--- config.mk ---
export PLATFORM = sky130hd
export DESIGN_NAME = pong_core
export DESIGN_NICKNAME = d
export VERILOG_FILES = /design/src/rtl/pong_core.sv
export SDC_FILE = /design/constraint.sdc
export NUM_CORES = 1
export LEC_CHECK = 0
export ABC_CLOCK_PERIOD_IN_PS = 10500
export CORE_AREA = 3 3 129 131
export CTS_CLUSTER_DIAMETER = 100
export DETAILED_ROUTE_END_ITERATION = 8
export DIE_AREA = 0 0 132 134
export PLACE_DENSITY = 0.85
export SETUP_SLACK_MARGIN = 0.5
export SLEW_MARGIN = 20
export SYNTH_ARGS = -nofsm -noshare
export SYNTH_HDL_FRONTEND = slang
export SYNTH_SLANG_ARGS = --single-unit
export TNS_END_PERCENT = 5
--- constraint.sdc ---
create_clock -name clk -period 10.5 [get_ports clk]
set_clock_uncertainty 0.05 [all_clocks]
set_input_delay 3.15 -clock clk [delete_from_list [all_inputs] [get_ports clk]]
set_output_delay 3.15 -clock clk [all_outputs]
set_load 0.01 [all_outputs]
--- src/rtl/pong_core.sv ---
// Single-clock Pong engine: game FSM, ball kinematics with progressive speed-up,
// and two paddles that are each player- or AI-driven. Every update waits for tick.
module pong_core #(
    parameter int H_RES      = 1280,
    parameter int V_RES      = 800,
    parameter int CW         = 11,
    parameter int SW         = 4,
    parameter int BALL_SIZE  = 20,
    parameter int BALL_SPEED = 10,
    parameter int SPEED_MAX  = 20,
    parameter int SPEEDUP    = 5,
    parameter int PAD_HEIGHT = 100,
    parameter int PAD_WIDTH  = 10,
    parameter int PAD_OFFS   = 35,
    parameter int PAD_SPY    = 15,
    parameter int WIN        = 4
) (
    input  logic          clk,
    input  logic          rst_n,
    input  logic          tick,
    input  logic          start,
    input  logic          pause,
    input  logic [1:0]    ai_mode,
    input  logic          l_up,
    input  logic          l_dn,
    input  logic          r_up,
    input  logic          r_dn,
    output logic [CW-1:0] ball_x,
    output logic [CW-1:0] ball_y,
    output logic [CW-1:0] padl_y,
    output logic [CW-1:0] padr_y,
    output logic [SW-1:0] score_l,
    output logic [SW-1:0] score_r,
    output logic [2:0]    state,
    output logic [1:0]    winner
);

    localparam int HW = $clog2(SPEEDUP + 1);

    typedef logic [CW:0]   wide_t;
    typedef logic [CW-1:0] coord_t;
    typedef logic [SW-1:0] score_t;
    typedef logic [HW-1:0] hits_t;

    typedef enum logic [2:0] {
        S_IDLE   = 3'd0,
        S_SERVE  = 3'd1,
        S_PLAY   = 3'd2,
        S_POINT  = 3'd3,
        S_OVER   = 3'd4,
        S_PAUSED = 3'd5
    } state_t;

    localparam wide_t BALL_X0    = wide_t'((H_RES - BALL_SIZE) / 2);
    localparam wide_t BALL_Y0    = wide_t'((V_RES - BALL_SIZE) / 2);
    localparam wide_t PAD_Y0     = wide_t'((V_RES - PAD_HEIGHT) / 2);
    localparam wide_t SERVE_XL   = wide_t'(PAD_OFFS + PAD_WIDTH);
    localparam wide_t SERVE_XR   = wide_t'(H_RES - PAD_OFFS - PAD_WIDTH - BALL_SIZE);
    localparam wide_t PAD_EDGE_R = wide_t'(H_RES - PAD_OFFS);
    localparam wide_t X_MAX      = wide_t'(H_RES - BALL_SIZE);
    localparam wide_t Y_MAX      = wide_t'(V_RES - 1 - BALL_SIZE);
    localparam wide_t Y_LIM      = wide_t'(V_RES - 1);
    localparam wide_t PAD_MAX    = wide_t'(V_RES - PAD_HEIGHT - 1);
    localparam wide_t PAD_HALF   = wide_t'(PAD_HEIGHT / 2);
    localparam wide_t BS_W       = wide_t'(BALL_SIZE);
    localparam wide_t PH_W       = wide_t'(PAD_HEIGHT);
    localparam wide_t PO_W       = wide_t'(PAD_OFFS);
    localparam wide_t PSPY_W     = wide_t'(PAD_SPY);

    state_t state_q, state_d;
    score_t score_l_q, score_l_d, score_r_q, score_r_d;
    logic [1:0] winner_q, winner_d;
    coord_t padl_y_q, padl_y_d, padr_y_q, padr_y_d;
    coord_t ball_x_q, ball_x_d, ball_y_q, ball_y_d;
    coord_t speed_q, speed_d;
    hits_t  hits_q, hits_d;
    logic   server_q, server_d;   // 0 = left serves
    logic   dx_q, dx_d;           // 1 = moving right
    logic   dy_q, dy_d;           // 1 = moving down
    logic   hit;

    wide_t bx, by, sp, pl, pr;
    logic  l_overlap, r_overlap;
    logic  l_go_up, l_go_dn, r_go_up, r_go_dn;

    function automatic coord_t pad_next(input coord_t y, input logic up, input logic dn);
        wide_t yw;
        yw = {1'b0, y};
        pad_next = y;
        if (up && !dn) begin
            pad_next = (yw < PSPY_W) ? '0 : coord_t'(yw - PSPY_W);
        end else if (dn && !up) begin
            pad_next = (yw + PSPY_W > PAD_MAX) ? coord_t'(PAD_MAX) : coord_t'(yw + PSPY_W);
        end
    endfunction

    function automatic score_t sat_inc(input score_t s);
        sat_inc = (s >= score_t'(WIN)) ? s : s + score_t'(1);
    endfunction

    assign bx = {1'b0, ball_x_q};
    assign by = {1'b0, ball_y_q};
    assign sp = {1'b0, speed_q};
    assign pl = {1'b0, padl_y_q};
    assign pr = {1'b0, padr_y_q};

    assign l_overlap = (pl <= by + BS_W) && (pl + PH_W >= by);
    assign r_overlap = (pr <= by + BS_W) && (pr + PH_W >= by);

    // AI steers the paddle centre towards the ball's vertical span.
    assign l_go_up = ai_mode[0] ? (pl + PAD_HALF > by + BS_W) : l_up;
    assign l_go_dn = ai_mode[0] ? (pl + PAD_HALF < by)        : l_dn;
    assign r_go_up = ai_mode[1] ? (pr + PAD_HALF > by + BS_W) : r_up;
    assign r_go_dn = ai_mode[1] ? (pr + PAD_HALF < by)        : r_dn;

    always_comb begin
        // NOTE: every _d starts from its held value, so no path can infer a latch.
        state_d   = state_q;
        score_l_d = score_l_q;
        score_r_d = score_r_q;
        winner_d  = winner_q;
        padl_y_d  = padl_y_q;
        padr_y_d  = padr_y_q;
        ball_x_d  = ball_x_q;
        ball_y_d  = ball_y_q;
        speed_d   = speed_q;
        hits_d    = hits_q;
        server_d  = server_q;
        dx_d      = dx_q;
        dy_d      = dy_q;
        hit       = 1'b0;

        if (tick) begin
            case (state_q)
                S_IDLE: begin
                    if (start) begin
                        score_l_d = '0;
                        score_r_d = '0;
                        winner_d  = 2'b00;
                        state_d   = S_SERVE;
                    end
                end
                S_SERVE: begin
                    padl_y_d = coord_t'(PAD_Y0);
                    padr_y_d = coord_t'(PAD_Y0);
                    ball_y_d = coord_t'(BALL_Y0);
                    speed_d  = coord_t'(BALL_SPEED);
                    hits_d   = '0;
                    dy_d     = 1'b1;
                    ball_x_d = server_q ? coord_t'(SERVE_XR) : coord_t'(SERVE_XL);
                    dx_d     = !server_q;
                    state_d  = S_PLAY;
                end
                S_PLAY: begin
                    if (pause) begin
                        state_d = S_PAUSED;
                    end else begin
                        padl_y_d = pad_next(padl_y_q, l_go_up, l_go_dn);
                        padr_y_d = pad_next(padr_y_q, r_go_up, r_go_dn);

                        if (!dx_q) begin
                            if (bx <= SERVE_XL && bx + BS_W >= PO_W && l_overlap) begin
                                dx_d     = 1'b1;
                                ball_x_d = coord_t'(SERVE_XL);
                                hit      = 1'b1;
                            end else if (bx < sp) begin
                                ball_x_d  = '0;
                                score_r_d = sat_inc(score_r_q);
                                server_d  = 1'b0;
                                state_d   = S_POINT;
                            end else begin
                                ball_x_d = coord_t'(bx - sp);
                            end
                        end else begin
                            if (bx >= SERVE_XR && bx <= PAD_EDGE_R && r_overlap) begin
                                dx_d     = 1'b0;
                                ball_x_d = coord_t'(SERVE_XR);
                                hit      = 1'b1;
                            end else if (bx + sp > X_MAX) begin
                                ball_x_d  = coord_t'(X_MAX);
                                score_l_d = sat_inc(score_l_q);
                                server_d  = 1'b1;
                                state_d   = S_POINT;
                            end else begin
                                ball_x_d = coord_t'(bx + sp);
                            end
                        end

                        // A speed step lands on the register; this tick still uses the old speed.
                        if (hit) begin
                            if (hits_q == hits_t'(SPEEDUP - 1)) begin
                                hits_d = '0;
                                if (speed_q < coord_t'(SPEED_MAX)) speed_d = speed_q + coord_t'(1);
                            end else begin
                                hits_d = hits_q + hits_t'(1);
                            end
                        end

                        if (dy_q) begin
                            if (by + BS_W + sp >= Y_LIM) begin
                                ball_y_d = coord_t'(Y_MAX);
                                dy_d     = 1'b0;
                            end else begin
                                ball_y_d = coord_t'(by + sp);
                            end
                        end else if (by < sp) begin
                            ball_y_d = '0;
                            dy_d     = 1'b1;
                        end else begin
                            ball_y_d = coord_t'(by - sp);
                        end
                    end
                end
                S_PAUSED: begin
                    if (!pause) state_d = S_PLAY;
                end
                S_POINT: begin
                    if (score_l_q == score_t'(WIN)) begin
                        winner_d = 2'b01;
                        state_d  = S_OVER;
                    end else if (score_r_q == score_t'(WIN)) begin
                        winner_d = 2'b10;
                        state_d  = S_OVER;
                    end else begin
                        state_d = S_SERVE;
                    end
                end
                S_OVER: begin
                    if (start) state_d = S_IDLE;
                end
                default: state_d = S_IDLE;
            endcase
        end
    end

    // NOTE: sequential state uses non-blocking assignments so all flops update together.
    always_ff @(posedge clk or negedge rst_n) begin
        if (!rst_n) begin
            state_q   <= S_IDLE;
            score_l_q <= '0;
            score_r_q <= '0;
            winner_q  <= 2'b00;
            padl_y_q  <= coord_t'(PAD_Y0);
            padr_y_q  <= coord_t'(PAD_Y0);
            ball_x_q  <= coord_t'(BALL_X0);
            ball_y_q  <= coord_t'(BALL_Y0);
            speed_q   <= coord_t'(BALL_SPEED);
            hits_q    <= '0;
            server_q  <= 1'b0;
            dx_q      <= 1'b1;
            dy_q      <= 1'b1;
        end else begin
            state_q   <= state_d;
            score_l_q <= score_l_d;
            score_r_q <= score_r_d;
            winner_q  <= winner_d;
            padl_y_q  <= padl_y_d;
            padr_y_q  <= padr_y_d;
            ball_x_q  <= ball_x_d;
            ball_y_q  <= ball_y_d;
            speed_q   <= speed_d;
            hits_q    <= hits_d;
            server_q  <= server_d;
            dx_q      <= dx_d;
            dy_q      <= dy_d;
        end
    end

    assign ball_x  = ball_x_q;
    assign ball_y  = ball_y_q;
    assign padl_y  = padl_y_q;
    assign padr_y  = padr_y_q;
    assign score_l = score_l_q;
    assign score_r = score_r_q;
    assign state   = state_q;
    assign winner  = winner_q;

endmodule

==> metrics.md <==
| Metric | Value |
|---|---|
| Outcome | `complete, no violations` |
| Post-Synth Simple-Gate Area | `0.2058` |
| Async SR Flop Fraction | `1.000` |
| Inserted Diodes | `0` |
| WP buf/inv | `1` |
| Crit-path max cell delay | `~650 ps` |
| Vias | `between 10000 and 15000` |
| # hold bufs at CTS | `0` |
| Switching share of total power | `0.5229` |
| CP Data Arrival Time | `between 6000 and 7000 ps` |
| Hold Vio Cnt, Final | `0` |
| Final setup vio count | `0` |
| Remaining antenna violation count after routing | `0` |
| Slowest CP cell | `nor2_1` |
| Required @ worst endpoint | `10730 ps` |
| Net count, final | `approximately 1500` |
| CP max FO | `18` |
| CP endpoint kind | `flop` |
| Post-synthesis sequential area ratio | `0.1870` |
| EDFF count, synth | `0` |
| GRT Overall Usage | `0.3382` |
| Grt total ovfl | `0` |
| Combinational family with the most area after synthesis | `compound AO/OA/AOI/OAI gates` |
| Cell Area, Synth | `10080 um^2` |
| Hold slack | `~470 ps` |
| Starting Density | `0.6413` |
| CP top delay family | `simple AND/OR/NAND/NOR gates` |
| Post-Synthesis Cells | `around 1300` |
| WL final | `30780 um` |
| H-tree Lvls | `3` |
| Met2 Usage GRT | `0.5336` |
| Int Pwr | `~1.6 mW` |
| Post-route DRC | `0` |
| Hpwl dp | `around 23000 um` |
| IO buf count | `67` |
| Clk Latency, worst-skew pair | `about 350 ps` |
| Type of origin of the critical path | `primary input` |
| Period minus WS final | `~6400 ps` |
| Seq pwr share | `0.184` |
| Setup TNS | `0 ps` |
| Syn. warnings | `0` |
| Clock buffer depth | `2` |
| Mux contribution to synthesized area | `0.01167` |
| RSZ-0062 raised after global routing | `false` |
| Drt first-iter violations | `between 1000 and 1500` |
| Layout cells sized above 1 | `0.05568` |
| Switching pwr | `1.768 mW` |
| Post-DR vias/cell | `6.691` |
| Clock-pin slew on the worst setup and hold paths | `~70 ps` |
| Critical path cell sequence | `clkdlybuf4s50_1 -> nor2b_1 -> and2_1 -> nand2_1 -> nor2_1 -> o21ai_0 -> a21oi_1 -> nor2_1 -> o22a_1` |
| Met1 Use GR | `0.4705` |
| CTS tree | `done` |
| Post-CTS Setup Bufs | `0` |
| Layout area overhead | `11.03%` |
| Root buffer cell | `clkbuf_16` |
| Slew margin rel. | `0.2842` |
| Grt met3 use | `0.05139` |
| Peak supply drop | `around 0.17 mV` |
| Width of the die | `132 um` |
| Primary FF master, synth | `dfrtp_1` |
| # rows | `46` |
| Adder-cell share of the synthesized area | `0.2054` |
| Leakage | `~5 nW` |
| Core area | `between 15000 and 20000 um^2` |
| Area of the die | `17690 um^2` |
| Initial antenna violation count | `0` |
| Layer carrying the most global-route usage | `met2` |
| Final period util | `0.6129` |
| I/O Pins | `68` |
| Max Cap Viol | `0` |
| Sink Count | `74` |
| Most used cell, CP | `nor2_1` |
| Syn_area_per_cell | `7.787 um^2` |
| Cell variety after synth | `between 80 and 90` |
| Post-CTS sizing | `0` |
| Actual slew at the worst max-slew pin | `between 1000 and 1500 ps` |
| Hold crit path type | `flop to flop` |
| Vias in the first global route | `~9500` |
| XOR/XNOR Fraction of Synth Area | `0.06172` |
| Worst setup path class | `primary input to flop` |
| Synth Area in Compound Gates | `0.2765` |
| Post-Syn Nets | `1468` |
| TritonCTS Buffers | `9` |
| GP Congestion | `~0.95` |
| Number of synthesized register bits | `74` |
| Wirelength per Cell | `19.92 um` |
| Die H | `roughly 130 um` |
| First-pass GRT wire length | `just under 50000 um` |
| Gate power share | `0.707` |
| Max-slew violations | `0` |
| PD cells | `about 300 nW/um^2` |
| 1st-pass router iterations | `5` |
| Largest net degree at the start of global routing | `between 70 and 80` |
| F_max | `155.4 MHz` |
| Clock power frac | `0.108` |
==> power by group through the flow <==
stage / sequential [mW] / combinational (mW) / clock [mW]
2_1_floorplan: 0.509 / 1.73 / 0
3_3_place_gp: 0.611 / 2.24 / 0
3_5_place_dp: 0.612 / 2.31 / 0
4_1_cts: 0.609 / 2.34 / 0.366
5_1_grt: 0.635 / 2.62 / 0.377
6_report: 0.623 / 2.39 / 0.367
==> cells in the final DEF (no fill, tap or decap), types with 26 or more instances in the layout <==
| cell | synthesis | final |
|---|---|---|
| dfrtp_1 | 48 | 48 |
| nand3_1 | 35 | 35 |
| nor2_1 | 113 | 113 |
| o21ai_0 | 95 | 95 |
| xnor2_1 | 46 | 46 |
| clkdlybuf4s50_1 | 0 | 66 |
| dfstp_2 | 26 | 26 |
| a21oi_1 | 100 | 100 |
| ha_1 | 159 | 159 |
| nand2_1 | 108 | 108 |
| nor3_1 | 27 | 27 |
| inv_1 | 88 | 88 |
==> path summary, 6_finish.rpt <==
check                                        end  slack (ps)                   from  cells after the start
max in group asynchronous   server_q$_DFFE_PN0P_        6830                  rst_n                      1
min in group asynchronous  padl_y[5]$_DFFE_PN0P_        2920                  rst_n                      1
min reg2reg                hits_q[2]$_DFFE_PN0P_         470  hits_q[2]$_DFFE_PN0P_                      1
max                        padl_y[8]$_DFFE_PN1P_        4060                   tick                      9
min                        hits_q[2]$_DFFE_PN0P_         470  hits_q[2]$_DFFE_PN0P_                      1
max reg2reg                padr_y[3]$_DFFE_PN1P_        5160  ball_y[2]$_DFFE_PN1P_                     19
==> cells by family after synthesis <==
kind of cell	Yosys count
AND/OR/NAND/NOR	419
buffers and inverters	138
multiplexers	11
XOR/XNOR	71
adder cells (fa/ha/maj)	163
AO/OA/AOI/OAI	418
flip-flops	74
==> cells in the mapped netlist, drive strengths merged, types with 13 or more instances <==
master	count	share of area
ha	159	0.20
nor2	113	0.042
nand2	109	0.041
a21oi	101	0.051
o21ai	97	0.049
inv	88	0.033
dfrtp	48	0.12
xnor2	46	0.040
clkbuf	42	0.016
nand3	35	0.017
nor3	27	0.013
dfstp	26	0.068
a31oi	25	0.016
xor2	25	0.022
nor2b	24	0.015
nand2b	23	0.014
a21o	22	0.016
nand4	17	0.011
o21a	16	0.012
a211oi	13	0.010
==> registers in the layout (all words and copies together) (netlist names), 2 cells and up <==
signal   cells
score_l      4
hits_q       3
padl_y      11
state        3
ball_y      11
padr_y      11
speed_q     11
ball_x      11
score_r      4
winner       2
==> area by class of cell <==
type                    count  area [um^2]
inverters                  89        334.1
well taps                 216        270.3
repair buffers             68        675.6
multi-input cells        1082         7674
clock inverters             3        68.82
flip-flops and latches     74         1884
clock buffers              13        280.3
fillers                  1290         4526
==> metal layers <==
metal,up-vias,part of all wire
li1,4800,-
met1,4907,0.42
met2,538,0.45
met3,92,0.090
met4,0,0.036
met5,-,0
==> stage by stage <==
stage                     total power, mW  utilization  worst slack (ps)  instance area (um^2)  cells
after floorplan                     2.242            -              5595                 10080   1294
after global placement              2.854       0.6898              3876                 10840   1529
after detailed placement            2.920       0.6898              3809                 10840   1529
after CTS                           3.310       0.7120              4175                 11190   1545
after global routing                3.629       0.7120              3780                 11190   1545
final                               3.381       0.7120              4065                 11190   1545
Note: power is estimated with default switching activity, not from simulation.
